`src/rtl/trackball_pkg.sv`:
```
// Shared definitions for the trackball controller: quadrature step encoding,
// the {prev,cur} decode function and saturation-limit helpers.
package trackball_pkg;

  typedef enum logic [1:0] {
    STEP_NONE    = 2'd0,
    STEP_UP      = 2'd1,
    STEP_DOWN    = 2'd2,
    STEP_ILLEGAL = 2'd3
  } step_t;

  // Forward Gray order on {A,B} is 00 -> 01 -> 11 -> 10 -> 00.
  function automatic step_t decode_step(input logic [1:0] prev, input logic [1:0] cur);
    step_t st;
    case ({prev, cur})
      4'b0001, 4'b0111, 4'b1110, 4'b1000: st = STEP_UP;
      4'b0100, 4'b1101, 4'b1011, 4'b0010: st = STEP_DOWN;
      4'b0000, 4'b0101, 4'b1111, 4'b1010: st = STEP_NONE;
      default:                            st = STEP_ILLEGAL;
    endcase
    return st;
  endfunction

  function automatic int sat_hi(input int w);
    return (1 <<< (w - 1)) - 1;
  endfunction

  function automatic int sat_lo(input int w);
    return -(1 <<< (w - 1));
  endfunction

  function automatic int sel_width(input int players);
    return (players > 1) ? $clog2(players) : 1;
  endfunction

endpackage

```
`src/rtl/trackball_ctrl_if.sv`:
```
// Pin/CPU-side bundle of the trackball controller: quadrature inputs,
// latch strobe, player select and the registered read outputs.
interface trackball_ctrl_if
  import trackball_pkg::*;
#(
  parameter int PLAYERS = 2,
  parameter int CNT_W   = 8
);
  localparam int SEL_W = sel_width(PLAYERS);

  logic [2*PLAYERS-1:0] quad_a;
  logic [2*PLAYERS-1:0] quad_b;
  logic                 latch;
  logic [SEL_W-1:0]     player_sel;
  logic [CNT_W-1:0]     pos_x;
  logic [CNT_W-1:0]     pos_y;
  logic                 ovf;

  modport master (output quad_a, quad_b, latch, player_sel, input pos_x, pos_y, ovf);
  modport slave  (input quad_a, quad_b, latch, player_sel, output pos_x, pos_y, ovf);
endinterface

```
`src/rtl/trackball_ctrl_quad_axis.sv`:
```
// Single quadrature axis: synchroniser, optional stability filter
// (TRACKBALL_FILTER_EN), step decode, position counter and error flag.
module quad_axis
  import trackball_pkg::*;
#(
  parameter int CNT_W  = 8,
  parameter int DELTA  = 1,
  parameter int FILT_W = 3
) (
  input  logic             clk,
  input  logic             clr_n,
  input  logic             a,
  input  logic             b,
  input  logic             latch,
  output logic [CNT_W-1:0] cnt,
  output logic             err
);
  localparam logic signed [CNT_W-1:0] SAT_HI = CNT_W'(sat_hi(CNT_W));
  localparam logic signed [CNT_W-1:0] SAT_LO = CNT_W'(sat_lo(CNT_W));

  logic [1:0]       ab_p0, ab_p1, ab_p2, ab_prev;
  logic [CNT_W-1:0] cnt_q, cnt_base, cnt_nxt;
  logic             err_q, sat;
  step_t            step;

  // Returns {saturated, next}; relative counters clamp, absolute ones wrap.
  function automatic logic [CNT_W:0] step_count(input logic [CNT_W-1:0] base, input step_t st);
    logic signed [CNT_W-1:0] base_s;
    logic [CNT_W-1:0]        nxt;
    logic                    hit;
    base_s = $signed(base);
    nxt    = base;
    hit    = 1'b0;
    if (st == STEP_UP) begin
      if (DELTA != 0 && base_s == SAT_HI) hit = 1'b1;
      else nxt = base + CNT_W'(1);
    end else if (st == STEP_DOWN) begin
      if (DELTA != 0 && base_s == SAT_LO) hit = 1'b1;
      else nxt = base - CNT_W'(1);
    end
    return {hit, nxt};
  endfunction

  // Stage p0/p1: two-flop synchroniser on the asynchronous pins
  always_ff @(posedge clk or negedge clr_n) begin
    if (!clr_n) begin
      ab_p0 <= 2'b00;
      ab_p1 <= 2'b00;
    end else begin
      ab_p0 <= {a, b};
      ab_p1 <= ab_p0;
    end
  end

`ifdef TRACKBALL_FILTER_EN
  // Stage p2: each bit follows its input only after FILT_W identical samples
  localparam int RUN_W = $clog2(FILT_W + 1);
  logic [RUN_W-1:0] run_q [2];

  always_ff @(posedge clk or negedge clr_n) begin
    if (!clr_n) begin
      ab_p2 <= 2'b00;
      for (int i = 0; i < 2; i++) run_q[i] <= '0;
    end else begin
      for (int i = 0; i < 2; i++) begin
        if (ab_p1[i] == ab_p2[i]) begin
          run_q[i] <= '0;
        end else if (run_q[i] == RUN_W'(FILT_W - 1)) begin
          ab_p2[i] <= ab_p1[i];
          run_q[i] <= '0;
        end else begin
          run_q[i] <= run_q[i] + RUN_W'(1);
        end
      end
    end
  end
`else
  assign ab_p2 = ab_p1;
`endif

  // A latch restarts a relative counter from zero so a coincident step is kept.
  always_comb begin
    step                = decode_step(ab_prev, ab_p2);
    cnt_base            = (latch && DELTA != 0) ? '0 : cnt_q;
    {sat, cnt_nxt}      = step_count(cnt_base, step);
  end

  // Stage p3: decode/update of previous state, counter and sticky error
  always_ff @(posedge clk or negedge clr_n) begin
    if (!clr_n) begin
      ab_prev <= 2'b00;
      cnt_q   <= '0;
      err_q   <= 1'b0;
    end else begin
      ab_prev <= ab_p2;
      cnt_q   <= cnt_nxt;
      err_q   <= (latch ? 1'b0 : err_q) | sat | (step == STEP_ILLEGAL);
    end
  end

  assign cnt = cnt_q;
  assign err = err_q;
endmodule

```
`src/rtl/trackball_ctrl.sv`:
```
// Multi-player trackball counter bank with frame-latched hold registers and a
// registered player-select read mux. Optional input filter: TRACKBALL_FILTER_EN.
module trackball_ctrl
  import trackball_pkg::*;
#(
  parameter int PLAYERS = 2,
  parameter int CNT_W   = 8,
  parameter int DELTA   = 1,
  parameter int FILT_W  = 3
) (
  input  logic             clk,
  input  logic             clr_n,
  trackball_ctrl_if.slave  bus
);
  localparam int AXES = 2 * PLAYERS;

  logic [CNT_W-1:0] cnt [AXES];
  logic [AXES-1:0]  err;
  logic [CNT_W-1:0] hold_x [PLAYERS];
  logic [CNT_W-1:0] hold_y [PLAYERS];
  logic [PLAYERS-1:0] ovf_hold;
  logic [CNT_W-1:0] pos_x_q, pos_y_q;
  logic             ovf_q;
  int               sel_idx;

  // Axis 2p is player p X, axis 2p+1 is player p Y.
  for (genvar ax = 0; ax < AXES; ax++) begin : g_axis
    quad_axis #(
      .CNT_W (CNT_W),
      .DELTA (DELTA),
      .FILT_W(FILT_W)
    ) u_axis (
      .clk  (clk),
      .clr_n(clr_n),
      .a    (bus.quad_a[ax]),
      .b    (bus.quad_b[ax]),
      .latch(bus.latch),
      .cnt  (cnt[ax]),
      .err  (err[ax])
    );
  end

  // Stage hold: frame snapshot of every counter and per-player error
  always_ff @(posedge clk or negedge clr_n) begin
    if (!clr_n) begin
      for (int p = 0; p < PLAYERS; p++) begin
        hold_x[p] <= '0;
        hold_y[p] <= '0;
      end
      ovf_hold <= '0;
    end else if (bus.latch) begin
      for (int p = 0; p < PLAYERS; p++) begin
        hold_x[p]   <= cnt[2*p];
        hold_y[p]   <= cnt[2*p+1];
        ovf_hold[p] <= err[2*p] | err[2*p+1];
      end
    end
  end

  always_comb begin
    sel_idx = (int'(bus.player_sel) < PLAYERS) ? int'(bus.player_sel) : 0;
  end

  // Stage out: registered read mux
  always_ff @(posedge clk or negedge clr_n) begin
    if (!clr_n) begin
      pos_x_q <= '0;
      pos_y_q <= '0;
      ovf_q   <= 1'b0;
    end else begin
      pos_x_q <= hold_x[sel_idx];
      pos_y_q <= hold_y[sel_idx];
      ovf_q   <= ovf_hold[sel_idx];
    end
  end

  assign bus.pos_x = pos_x_q;
  assign bus.pos_y = pos_y_q;
  assign bus.ovf   = ovf_q;
endmodule
```
`src/flat_wrapper.sv`:
```
// flat-port wrapper written by rule: the top's interface ports become plain ports
module trackball_ctrl_flat import trackball_pkg::*;
#(
  parameter int PLAYERS = 2,
  parameter int CNT_W   = 8,
  parameter int DELTA   = 1,
  parameter int FILT_W  = 3
)
  (clk, clr_n, bus_quad_a, bus_quad_b, bus_latch, bus_player_sel, bus_pos_x, bus_pos_y, bus_ovf);
  trackball_ctrl_if #(.PLAYERS(PLAYERS), .CNT_W(CNT_W)) bus_i ();
  input  logic clk;
  input  logic clr_n;
  input wire logic [$bits(bus_i.quad_a)-1:0] bus_quad_a;
  input wire logic [$bits(bus_i.quad_b)-1:0] bus_quad_b;
  input wire logic [$bits(bus_i.latch)-1:0] bus_latch;
  input wire logic [$bits(bus_i.player_sel)-1:0] bus_player_sel;
  output wire logic [$bits(bus_i.pos_x)-1:0] bus_pos_x;
  output wire logic [$bits(bus_i.pos_y)-1:0] bus_pos_y;
  output wire logic [$bits(bus_i.ovf)-1:0] bus_ovf;
  assign bus_i.quad_a = bus_quad_a;
  assign bus_i.quad_b = bus_quad_b;
  assign bus_i.latch = bus_latch;
  assign bus_i.player_sel = bus_player_sel;
  assign bus_pos_x = bus_i.pos_x;
  assign bus_pos_y = bus_i.pos_y;
  assign bus_ovf = bus_i.ovf;
  trackball_ctrl #(.PLAYERS(PLAYERS), .CNT_W(CNT_W), .DELTA(DELTA), .FILT_W(FILT_W)) u_core (.clk(clk), .clr_n(clr_n), .bus(bus_i));
endmodule
```
`config.mk`:
```
export PLATFORM = sky130hd
export DESIGN_NAME = trackball_ctrl_flat
export DESIGN_NICKNAME = d
export VERILOG_FILES = /design/src/rtl/trackball_pkg.sv /design/src/rtl/trackball_ctrl_if.sv /design/src/rtl/trackball_ctrl_quad_axis.sv /design/src/rtl/trackball_ctrl.sv /design/src/flat_wrapper.sv
export SDC_FILE = /design/constraint.sdc
export NUM_CORES = 1
export LEC_CHECK = 0
export ABC_AREA = 0
export BUFFER_PORTS_ARGS = -buffer_cell sky130_fd_sc_hd__buf_4
export CAP_MARGIN = 0
export CORE_MARGIN = 2
export CORE_UTILIZATION = 45
export DETAILED_ROUTE_END_ITERATION = 10
export PLACE_DENSITY_LB_ADDON = 0.25
export SYNTH_ARGS = -nofsm -noshare
export SYNTH_HDL_FRONTEND = slang
export SYNTH_SLANG_ARGS = --single-unit
export TNS_END_PERCENT = 50
```
`constraint.sdc`:
```
create_clock -name clk -period 4.3 [get_ports clk]
set_input_delay 0 -clock clk [delete_from_list [all_inputs] [get_ports clk]]
set_output_delay 0 -clock clk [all_outputs]
set_load 0.01 [all_outputs]
```
=== Word-level counts from Yosys, hierarchy flattened ===
Memory sizes are Yosys's and may differ from the RTL's.
Index checks and enable logic that the tools add are counted.

* $mul: 0
* Shift operators: 0
* Add/subtract/negate cells: 8
* Bitwise logic cells: 11
* Reductions and logical operators: 0
* Mux-type cells: 48
* Div/mod/pow operators: 0
* $lt $le $gt $ge: 2
* Equality and inequality tests: 20

{| class="wikitable"
|+ Operator list
! operator !! count
|-
| $mux 8 || 26
|-
| $eq 8x8->1 const B || 8
|-
| $add 8x1->8 const B || 4
|-
| $ge 32x2->1 const B || 1
|-
| $not 1->32 || 1
|-
| $sub 8x1->8 const B || 4
|-
| $mux 1 || 22
|-
| $eq 2x2->1 const B || 8
|-
| $or 1x1->1 || 10
|-
| $eq 2x1->1 const B || 4
|-
| $lt 1x2->1 const B || 1
|}

* Bits in writable memories: 0
* Logic and storage cells: 121
* Output and inout bits: 17
* Bits of input ports: 12
* Bits in read-only memories: 128
* Bits in latches: 0
* Register bits after elaboration: 111
* Memories: 4

{| class="wikitable"
|+ Memories
! memory !! depth !! bits a word !! read ports !! clocked after Yosys merged registers in !! write ports !! line !! text
|-
| (name not given) || 16 || 2 || 1 || 0 || 0 || trackball_pkg.sv:15 || <nowiki>case ({prev, cur})</nowiki>
|-
| (name not given) || 16 || 2 || 1 || 0 || 0 || trackball_pkg.sv:15 ||
|-
| (name not given) || 16 || 2 || 1 || 0 || 0 || trackball_pkg.sv:15 ||
|-
| (name not given) || 16 || 2 || 1 || 0 || 0 || trackball_pkg.sv:15 ||
|}

=== Longest topological paths before layout ===
* Depth after elaboration: 7
* Gate-level depth with buffers: 12
* Mapped depth without buffers: 9

=== Cells and area by module ===
A second synthesis with hierarchy kept.

* Cells, all modules: 600
* Area, all modules: 6487.5 um^2

{| class="wikitable"
|+ By module, submodules not included
! module !! cells an instance !! sequential area each (um^2) !! area each (um^2) !! instances
|-
| quad_axis || 122 || 375.4 || 1103.6 || 4
|-
| trackball_ctrl || 112 || 1276.2 || 2073.2 || 1
|}

=== Least setup slack after synthesis ===
Ideal clock, no wire load.

* Kind: input to register
* From: input port bus_latch
* To: register u_core.g_axis[0].u_axis.cnt_q[0]
* Path slack: 2014 ps
* Data arrival time: 2161 ps
* Data required time: 4176 ps
* Cell stages on the path: 11
* Path buffers: 2
* Setup time: 124 ps
* Cell sequence: clkbuf_1 clkinv_1 clkbuf_1 nand2_1 inv_1 ha_1 nand4_1 or3_1 o21ai_0 o21ai_0 xnor2_1

* Word-level cells in the longest chain between the ends: 5
* Elaborated cells between the ends (all ways): 9
* Those cells by class: 2 x add/sub; 2 x eq/ne; 5 x mux

{| class="wikitable"
|+ Ends and longest elaborated chain
! item !! line !! text
|-
| start, declared || flat_wrapper.sv:15 || <nowiki>input wire logic [$bits(bus_i.latch)-1:0] bus_latch;</nowiki>
|-
| $mux 8 (*) || trackball_ctrl_quad_axis.sv:84 || <nowiki>cnt_base = (latch && DELTA != 0) ? '0 : cnt_q;</nowiki>
|-
| $sub 8x1->8 or $eq 8x8->1 (tied branches) || trackball_ctrl_quad_axis.sv:39, trackball_ctrl_quad_axis.sv:38 ||
|-
| $mux 8 || trackball_ctrl_quad_axis.sv:38 || <nowiki>if (DELTA != 0 && base_s == SAT_LO) hit = 1'b1;</nowiki>
|-
| $mux 8 || trackball_ctrl_quad_axis.sv:37 || <nowiki>end else if (st == STEP_DOWN) begin</nowiki>
|-
| $mux 8 (*) || trackball_ctrl_quad_axis.sv:34 || <nowiki>if (st == STEP_UP) begin</nowiki>
|-
| via u_core.g_axis[0].u_axis.cnt_nxt[0] || trackball_ctrl_quad_axis.sv:22 || <nowiki>logic [CNT_W-1:0] cnt_q, cnt_base, cnt_nxt;</nowiki>
|-
| end signal, assigned || trackball_ctrl_quad_axis.sv:96 || <nowiki>cnt_q <= cnt_nxt;</nowiki>
|-
| end, declared || trackball_ctrl_quad_axis.sv:22 ||
|}

Mark *: on every way through the listed nets, which the timed path passes. The rest lies on a longest branch.
A chain may end at the register's enable or synchronous reset.

=== Worst setup path after layout ===
* From: register u_core.g_axis[2].u_axis.cnt_q[1]
* To: register u_core.g_axis[2].u_axis.cnt_q[3]

* Word-level cells in the longest chain between the ends: 5
* Elaborated cells between the ends (all ways): 9
* Those cells by class: 2 x add/sub; 2 x eq/ne; 5 x mux

{| class="wikitable"
|+ Ends and longest elaborated chain
! item !! line
|-
| start, declared || trackball_ctrl_quad_axis.sv:22
|-
| start signal, assigned || trackball_ctrl_quad_axis.sv:96
|-
| $mux 8 (*) || trackball_ctrl_quad_axis.sv:84
|-
| $sub 8x1->8 or $eq 8x8->1 (tied branches) || trackball_ctrl_quad_axis.sv:39, trackball_ctrl_quad_axis.sv:38
|-
| $mux 8 || trackball_ctrl_quad_axis.sv:38
|-
| $mux 8 || trackball_ctrl_quad_axis.sv:37
|-
| $mux 8 (*) || trackball_ctrl_quad_axis.sv:34
|-
| via u_core.g_axis[2].u_axis.cnt_nxt[3] || trackball_ctrl_quad_axis.sv:22
|}

Marked as above.

==> metrics.yaml <==
power.leakage_nw: 2.80
synth-edff-count: 0
cp.arrival_ps: 2800
setup_tns_ps: 0
clockBufferDepth: 2
ys_top_cells_by_count: "dfrtp_1 (111), mux2_2 (49), nor2_1 (46)"
cts_sinks: 111
rrSetupSlack_ps: 1700
synth-compound-area-share_pct: 15.8
synth-seq-cells: 111
hold_class: "in -> reg"
final_nets: 618
dp_cells: 746
coreArea_um2: 12600
rows: 41
syn_avg_cell_area_um2: 10.2
worst_pin_slew_ps: 1010
synthArstFlopShare_pct: 100
synth_top_family_by_area: "simple AND/OR/NAND/NOR gates"
dr.pass1.iters: 5
place_ws_ps: 1490
yosys-mux-area-fraction_pct: 10.5
instances_no_fill: 771
ys_seq_area_share_pct: 47.9
skew_ps: 7.32
slew_viol_final: 0
maxCapViolCount: 0
relSlewSlack_pct: 32.6
die_h_um: 118
crit_end: "u_core.g_axis[2].u_axis.cnt[3]"
drc_errors: 0
final_util_pct: 52.1
ir_worst_vdd_uv: 228
rsz0062_at_grt: "false"
wirelength_um: 12600
drtIter0Drc: 398
diodes: 0
syn_area_um2: 5800
die_w_um: 118
io_buffers: 28
worstSetupStartpointType: "flop"
clk_pin_slew_ps: 70
startpoint: "u_core.g_axis[2].u_axis.cnt[1]"
synth_top_area_share_pct: 47.9
r2r_end: "u_core.g_axis[2].u_axis.cnt[3]"
wl_per_cell_um: 16.4
synth_simple_gate_area_share_pct: 17.3
setup_violations: 0
synth_fa_ha_area_share_pct: 2.59
crit_type: "reg -> reg"
grt_pass1_vias: 4340
grt_pass1_wl_um: 21800
grt_max_degree: 80
dieArea_um2: 13800
synth_top_area_cell: "dfrtp_1"
gp_congestion: 0.904
period_needed_ps: 2600
max_freq_mhz: 385
via_count: 4533
areaGrowthSynthToFinish_pct: 13.4
drive_above_1_share_pct: 17.4
clkLatencyLatePin_ps: 360
detail-route-antenna-nets: 0
syn_inst: 569
grt-ovfl-total: 0
fin_crit_sh_pct: 60.5
finalHoldViolCount: 0
cts_tree: "done"
power.density_nw_per_um2: 505
synth_xor_area_share_pct: 2.87
crit_path_max_fanout: 8
antenna_found_initial: 0
nFillCells: 1151
endpoint_kind: "flop"
cts-root-buf: "clkbuf_16"
htree_levels: 3
fin_ws_ps: 1700
dp_hpwl_um: 8640
ys_types: 62
grt_usage_pct: 19.5
yosysMostFrequentCell: "dfrtp_1"
synth-main-ff-cell: "dfrtp_1"
cts_resized: 0
syn_nets: 593
cts_made_buffers: 9
routed_via_density: 5.88
worstPathRequired_ps: 4500
io_pins: 29
yosysWarnings: 0
status: "finished, final reports clean"
yosys-top-cells-area: "dfrtp_1 (48%), mux2_2 (9.5%), nor2_1 (3.0%), ha_1 (2.6%), nand2_1 (2.4%)"
reg2regPathDepth: 7
reg2reg_from: "u_core.g_axis[2].u_axis.cnt[1]"
start_util_pct: 46.0
-- sequential cells by signal, indices dropped and copies added, names as in the netlist, 8 cells and up --
signal                        count
u_core.bus.pos_x                  8
u_core.bus.pos_y                  8
u_core.g_axis.u_axis.ab_p0        8
u_core.g_axis.u_axis.ab_p1        8
u_core.g_axis.u_axis.ab_prev      8
u_core.g_axis.u_axis.cnt         32
u_core.hold_x                    16
u_core.hold_y                    16
-- worst min-delay path by stage --
stage	start	endpoint	slack (ps)	cells past startpoint
finish	bus_player_sel	u_core.bus.pos_y[6]	120	2
global route	bus_player_sel	u_core.bus.pos_x[6]	110	2
CTS	bus_player_sel	u_core.bus.pos_y[6]	110	2
detailed placement	bus_quad_b[1]	u_core.g_axis[1].u_axis.ab_p0[0]	110	1
floorplan	clr_n	u_core.bus.ovf	-300	0
global placement	bus_quad_a[2]	u_core.g_axis[2].u_axis.ab_p0[1]	110	1
-- worst max-delay path, stage by stage (launching register included) --
cell	delay, ps
dfrtp_1	500
nor2b_1	350
ha_1	300
nand2_1	70
nor3_1	420
a21oi_1	330
a311oi_1	360
a211oi_1	90
-- layer usage --
metal / routed length (um) / vias up / GRT usage [%]
met5: 0 / - / 0
met4: 259 / 0 / 7.61
met3: 542 / 19 / 4.22
met2: 5870 / 108 / 30.4
met1: 5970 / 2247 / 26.9
li1: - / 2159 / -
-- where the power goes --
group          switching [mW]  leakage (nW)  internal (mW)
logic                   0.417          1.25          0.416
clock network           0.394         0.166          0.536
registers               0.271          1.38           1.29
total                    1.08          2.80           2.24
-- layout by cell type (no fill, tap or decap), drive strengths merged, types with 4 or more instances in the layout --
cell type    instances
a211oi               7
a21oi               27
a221oi               4
a31oi                9
buf                 32
clkbuf              10
dfrtp              111
dlygate4sd3          9
ha                  12
inv                 21
mux2                49
mux2i                6
nand2               37
nand2b               8
nand3               17
nand3b               4
nand4                9
nor2                46
nor2b               14
nor3                22
nor4                 7
o21ai               24
o21bai               4
o221ai               4
o22ai                7
o311ai               4
o31ai                5
or3                  4
or4                  6
xnor2                8
xor2                11
-- repair_timing --
action / 4_1_cts / 5_1_grt
hold buffers: 9 / 0
endpoints found under the setup margin: 0 / 0
buffers inserted: 0 / 0
endpoints found under the hold margin: 86 / 0
-- final cells by class --
cell class                 instances  area (um2)  area share, %
multi-input combinational        412        2850           43.3
sequential                       111        2780           42.2
timing repair buffer              41         330           5.02
clock buffer                      10         239           3.63
tap                              172         215           3.27
clock inverter                     6        97.6           1.48
inverter                          19        71.3           1.08
-- stage by stage --
stage / total power [mW] / cell area (um2) / hold WS [ps]
3_3_place_gp: 2.37 / 6150 / 110
4_1_cts: 3.35 / 6580 / 112
5_1_grt: 3.54 / 6580 / 113
2_1_floorplan: 2.09 / 5800 / -296
6_report: 3.32 / 6580 / 119
3_5_place_dp: 2.40 / 6150 / 110
-- kinds of logic after synthesis --
logic type,Yosys count
adders and majority gates,12
DFF,111
xor gates and xnor gates,19
AOI/OAI and AO/OA,132
buffers and inverters,46
and+or+nand+nor,194
muxes,55
(Power assumes the default switching activity.)
